### config.mk
export PLATFORM = sky130hd
export DESIGN_NAME = activation_unit
export DESIGN_NICKNAME = d
export VERILOG_FILES = /design/src/rtl/activation_unit.sv
export SDC_FILE = /design/constraint.sdc
export NUM_CORES = 1
export LEC_CHECK = 0
export CORE_MARGIN = 4
export CORE_UTILIZATION = 50
export CTS_CLUSTER_SIZE = 8
export DETAILED_ROUTE_END_ITERATION = 12
export DONT_BUFFER_PORTS = 1
export HOLD_SLACK_MARGIN = 0.06
export PLACE_DENSITY = 0.68
export SKIP_CTS_REPAIR_TIMING = 1
export SYNTH_ARGS = -nofsm -noshare
export SYNTH_HDL_FRONTEND = slang
export SYNTH_SLANG_ARGS = --single-unit
### constraint.sdc
create_clock -name clk -period 3.02 [get_ports clk]
set_input_delay 0.302 -clock clk [delete_from_list [all_inputs] [get_ports clk]]
set_output_delay 0.302 -clock clk [all_outputs]
set_load 0.02 [all_outputs]
### src/rtl/activation_unit.sv
// Activation unit: per-lane bias add, optional ReLU and int8 saturation on each systolic-array row,
// buffered in a small FIFO that the SRAM controller drains one packed word at a time.
module activation_unit #(
    parameter int unsigned LANES      = 8,
    parameter int unsigned PSUM_W     = 16,
    parameter int unsigned OUT_W      = 8,
    parameter int unsigned FIFO_DEPTH = 4
) (
    input  logic                    clk,
    input  logic                    n_rst,
    input  logic                    bias_load,
    input  logic [LANES*OUT_W-1:0]  bias_in,
    input  logic                    relu_en,
    input  logic                    array_valid,
    input  logic [LANES*PSUM_W-1:0] array_psum,
    input  logic                    out_ready,
    input  logic                    err_clr,
    output logic [LANES*OUT_W-1:0]  activations,
    output logic                    activated,
    output logic                    fifo_full,
    output logic                    overflow_err,
    output logic                    idle
);

    localparam int unsigned WORD_W = LANES * OUT_W;
    localparam int unsigned SUM_W  = PSUM_W + 1;
    localparam int unsigned PTR_W  = (FIFO_DEPTH > 1) ? $clog2(FIFO_DEPTH) : 1;
    localparam int unsigned CNT_W  = $clog2(FIFO_DEPTH) + 1;
    localparam logic signed [SUM_W-1:0] SAT_MAX = SUM_W'((1 << (OUT_W - 1)) - 1);
    localparam logic signed [SUM_W-1:0] SAT_MIN = SUM_W'(-(1 << (OUT_W - 1)));

    logic [WORD_W-1:0]        bias_q;
    logic signed [SUM_W-1:0]  sum_c [LANES];
    logic signed [SUM_W-1:0]  s1_sum [LANES];
    logic                     s1_valid;
    logic signed [SUM_W-1:0]  lane_c;
    logic [WORD_W-1:0]        sat_word_c;
    logic [WORD_W-1:0]        s2_word;
    logic                     s2_valid;

    logic [WORD_W-1:0]        mem [FIFO_DEPTH];
    logic [PTR_W-1:0]         wr_ptr;
    logic [PTR_W-1:0]         rd_ptr;
    logic [CNT_W-1:0]         count;
    logic                     push_c;
    logic                     pop_c;
    logic                     write_c;
    logic                     drop_c;

    function automatic logic [PTR_W-1:0] ptr_inc(input logic [PTR_W-1:0] p);
        return (p == PTR_W'(FIFO_DEPTH - 1)) ? '0 : p + PTR_W'(1);
    endfunction

    // Bias register; a row sampled on the load edge still sees the previous bias
    always_ff @(posedge clk or negedge n_rst) begin
        if (!n_rst) begin
            bias_q <= '0;
        end else if (bias_load) begin
            bias_q <= bias_in;
        end
    end

    always_comb begin
        sum_c = '{default: '0};
        for (int i = 0; i < int'(LANES); i++) begin
            sum_c[i] = SUM_W'($signed(array_psum[i*PSUM_W +: PSUM_W]))
                     + SUM_W'($signed(bias_q[i*OUT_W +: OUT_W]));
        end
    end

    always_ff @(posedge clk or negedge n_rst) begin
        if (!n_rst) begin
            s1_valid <= 1'b0;
        end else begin
            s1_valid <= array_valid;
        end
    end

    always_ff @(posedge clk) begin
        if (array_valid) begin
            s1_sum <= sum_c;
        end
    end

    // ReLU then clamp to the signed output range
    always_comb begin
        sat_word_c = '0;
        lane_c     = '0;
        for (int i = 0; i < int'(LANES); i++) begin
            lane_c = s1_sum[i];
            if (relu_en && lane_c[SUM_W-1]) begin
                lane_c = '0;
            end
            if (lane_c > SAT_MAX) begin
                lane_c = SAT_MAX;
            end else if (lane_c < SAT_MIN) begin
                lane_c = SAT_MIN;
            end
            sat_word_c[i*OUT_W +: OUT_W] = lane_c[OUT_W-1:0];
        end
    end

    always_ff @(posedge clk or negedge n_rst) begin
        if (!n_rst) begin
            s2_valid <= 1'b0;
        end else begin
            s2_valid <= s1_valid;
        end
    end

    always_ff @(posedge clk) begin
        if (s1_valid) begin
            s2_word <= sat_word_c;
        end
    end

    // A pop frees the slot, so a push into a full FIFO is accepted when a pop coincides
    assign fifo_full = (count == CNT_W'(FIFO_DEPTH));
    assign push_c    = s2_valid;
    assign pop_c     = (count != '0) && out_ready;
    assign write_c   = push_c && (!fifo_full || pop_c);
    assign drop_c    = push_c && fifo_full && !pop_c;
    assign idle      = !s1_valid && !s2_valid && (count == '0);

    always_ff @(posedge clk) begin
        if (write_c) begin
            mem[wr_ptr] <= s2_word;
        end
    end

    always_ff @(posedge clk or negedge n_rst) begin
        if (!n_rst) begin
            wr_ptr       <= '0;
            rd_ptr       <= '0;
            count        <= '0;
            activations  <= '0;
            activated    <= 1'b0;
            overflow_err <= 1'b0;
        end else begin
            activated <= pop_c;
            if (pop_c) begin
                activations <= mem[rd_ptr];
                rd_ptr      <= ptr_inc(rd_ptr);
            end
            if (write_c) begin
                wr_ptr <= ptr_inc(wr_ptr);
            end
            if (write_c && !pop_c) begin
                count <= count + CNT_W'(1);
            end else if (pop_c && !write_c) begin
                count <= count - CNT_W'(1);
            end
            if (drop_c) begin
                overflow_err <= 1'b1;
            end else if (err_clr) begin
                overflow_err <= 1'b0;
            end
        end
    end

endmodule

==> summary.md <==
| Metric | Value |
|---|---|
| Endpoints failing setup | `0` |
| Placed Cells incl. Taps | `2422` |
| Status | `finished with violations` |
| Setup crit end kind | `register` |
| Critical Path, Cell by Cell | `ha_1, fa_1, a21oi_2, nor2b_1, a311o_2, a2111o_1, o211a_1, xor2_1` |
| Inserted Diodes | `0` |
| Largest net degree at the start of global routing | `140` |
| Max Cap Violations | `0` |
| Post-Route WL | `56.6 mm` |
| Avg Inst Size Synth | `15.4 um2` |
| Worst Setup Start Kind | `register` |
| DIE AREA | `57900 um2` |
| WL/cell | `20.8 um` |
| Critical Path AT | `3.09 ns` |
| Die W | `241 um` |
| Post-route ant nets | `0` |
| Cell-internal power | `19.0 mW` |
| Hold slack | `-0.595 ns` |
| Fin cells | `2725` |
| Post-synthesis cell area | `27000 um2` |
| Initial core utilization | `50.9%` |
| Port-buffer cells | `0` |
| Largest cells by area after synthesis | `edfxtp_1, dfrtp_1, ha_1, mux2_2, mux4_2` |
| Synth warnings | `0` |
| Leading cell type by number of instances after synthesis | `edfxtp_1` |
| # rows | `84` |
| Worst hold path class | `input port to asynchronous set/reset pin` |
| Final core occ | `60.1%` |
| Met3 WL | `3.54 mm` |
| Reg power frac | `47.3%` |
| Crit-path max FO | `4` |
| Fin nets | `2310` |
| Highest routing layer actually used | `met4` |
| Congestion Overflow GR | `0` |
| Clock power frac | `32.4%` |
| Critical Path RT | `3.38 ns` |
| Combinational share of power | `20.2%` |
| Fraction of power spent switching nets | `28.6%` |
| Clk sinks | `595` |
| Core Area | `53100 um2` |
| Hold Fails Final Rpt | `228` |
| Top FF cell, synth | `edfxtp_1` |
| Syn Nets | `2097` |
| Setup Crit Path Kind | `register to register` |
| RR Endpoint | `s1_sum[48]$_DFFE_PP_` |
| TritonCTS clock tree | `done` |
| Vias per inst | `5.74` |
| CTS clk-pin slew, worst paths | `0.05 ns` |
| Family with the most delay on the worst path | `compound AO/OA/AOI/OAI gates` |
| Instance count on the critical path | `8` |
| Cells on worst reg2reg path | `8` |
| Max transition margin | `28.8%` |
| VDD IR max | `542 uV` |
| Synth top area share | `50.6%` |
| Clk root buf | `clkbuf_16` |
| Reg-to-reg slack, setup | `0.29 ns` |
| Drt initial violations | `810` |
| Layout area overhead | `17.9%` |
| Slowest cell on the critical path | `a311o_2` |
| Vias in the first global route | `15453` |
| Cell count after synthesis | `1755` |
| Switching power | `7.63 mW` |
| Max Slew Vio Count | `0` |
| Most frequent cells after synthesis | `edfxtp_1, dfrtp_1, ha_1` |
| Hpwl dp | `35.4 mm` |
| Longest Clk Path Bufs | `3` |
| Top cell type by total area after synthesis | `edfxtp_1` |
| Setup TNS | `0 ns` |
| Met2 wire length | `28.2 mm` |
| Min Tclk post-route | `2.73 ns` |
| Clock skew | `0.0212 ns` |
| Clk_lat worst skew | `0.61 ns` |
| CP bufs+invs | `0` |
| TritonCTS Buffers | `84` |
| RSZ-0062 raised after global routing | `false` |
| F_max | `0.366 GHz` |
| IO Count | `267` |
| Via count | `15633` |
| Slowest cell delay on critical path | `0.43 ns` |
| Height of the die | `241 um` |
| DRC | `0` |
| Failing checks | `negative hold slack` |
| Layout cells sized above 1 | `15.6%` |
| Pleak | `11.9 nW` |
| Yosys reg bits | `595` |
| Cell Pwr Density | `836 nW/um2` |
| Synth async-reset ratio | `23.4%` |
| Final Wtd Congestion | `0.888` |
| GRT Util Overall | `19.0%` |
| Slew @ Worst Pin | `1.07 ns` |
| Clock H-tree levels | `3` |
| Crit path from | `bias_q[40]$_DFFE_PN0P_` |
| Drt first pass iters | `5` |
| Crit share post-route | `90.5%` |
| Met1 wire length | `23.4 mm` |
| Antenna violations before repair | `1` |
| Crit Reg-Reg Startpoint | `bias_q[40]$_DFFE_PN0P_` |
| Register area share after synthesis | `63.5%` |
| EDFF count, synth | `456` |
| First-pass GRT wire length | `85.6 mm` |
| Netlist cell types | `65` |
[cell type report]
type / count / area, um2
Clock inverter: 6 / 56.3
Tap cell: 688 / 861
Clock buffer: 149 / 2390
Inverter: 34 / 128
Timing Repair Buffer: 161 / 1650
Multi-Input combinational cell: 1092 / 9620
Sequential cell: 595 / 17200
Fill cell: 3985 / 21200
[placed cells by master, fill, tap and decap left out, types with 15 or more instances in the layout]
master	count
a31oi_1	16
edfxtp_1	456
clkbuf_16	86
o21ai_0	52
nor3_1	20
mux2_2	131
xor2_1	36
ha_1	134
mux4_2	64
dfrtp_1	136
nor2_1	61
clkbuf_1	63
nor2b_1	26
dlygate4sd3_1	148
xnor2_1	63
a21oi_1	109
inv_1	34
nand2_1	57
nand2b_1	20
a21o_1	94
nand4_1	15
a211oi_1	24
[flip-flops by register name, summed over array words and instances, names as in the netlist, 2 cells and up]
name         cells
rd_ptr           2
s1_sum         136
bias_q          64
mem            256
wr_ptr           2
s2_word         64
count            3
activations     64
[worst reg2reg max path, delay by kind of cell, from the launching register on]
kind / cells / cell delay, ns
xor+xnor: 1 / 0.14
flops: 1 / 0.38
simple gates: 1 / 0.07
fa+ha+maj: 2 / 0.64
compound gates: 4 / 1.26
[through the flow]
step	hold slack (ns)	cell area (um2)	power, mW	setup slack [ns]
floorplan	0.00641	27000	16.3	0.423
global placement	0.0128	28000	17.9	0.327
detailed placement	0.0145	28000	18.0	0.291
CTS	-0.641	30400	26.8	0.297
global route	-0.632	31900	28.0	0.172
finish	-0.595	31900	26.6	0.287
[metal layers]
| metal | track usage, % | up-vias |
|---|---|---|
| met3 | 5.70 | 102 |
| met2 | 31.4 | 357 |
| met5 | 0 | - |
| met1 | 24.6 | 7823 |
| li1 | - | 7351 |
| met4 | 5.39 | 0 |
[worst max path at each step]
stage and to:
3_3_place_gp s1_sum[48]$_DFFE_PP_, 5_1_grt s1_sum[116]$_DFFE_PP_, 2_1_floorplan s1_sum[48]$_DFFE_PP_, 3_5_place_dp s1_sum[48]$_DFFE_PP_
6_report s1_sum[48]$_DFFE_PP_, 4_1_cts s1_sum[48]$_DFFE_PP_
[kinds of logic after synthesis]
family          synth area share, %
buf+inv                       0.986
simple gates                   4.70
mux                            10.9
flops                          63.5
fa+ha+maj                      6.87
xor+xnor                       3.21
compound gates                 9.83
[power by group through the flow]
stage | combinational (mW) | clock, mW | sequential [mW]
floorplan | 4.17 | 0 | 12.1
global placement | 5.13 | 0 | 12.7
detailed placement | 5.22 | 0 | 12.8
CTS | 5.25 | 8.86 | 12.7
global route | 5.96 | 9.21 | 12.8
finish | 5.39 | 8.64 | 12.6
Power figures use the tool's default switching activity.
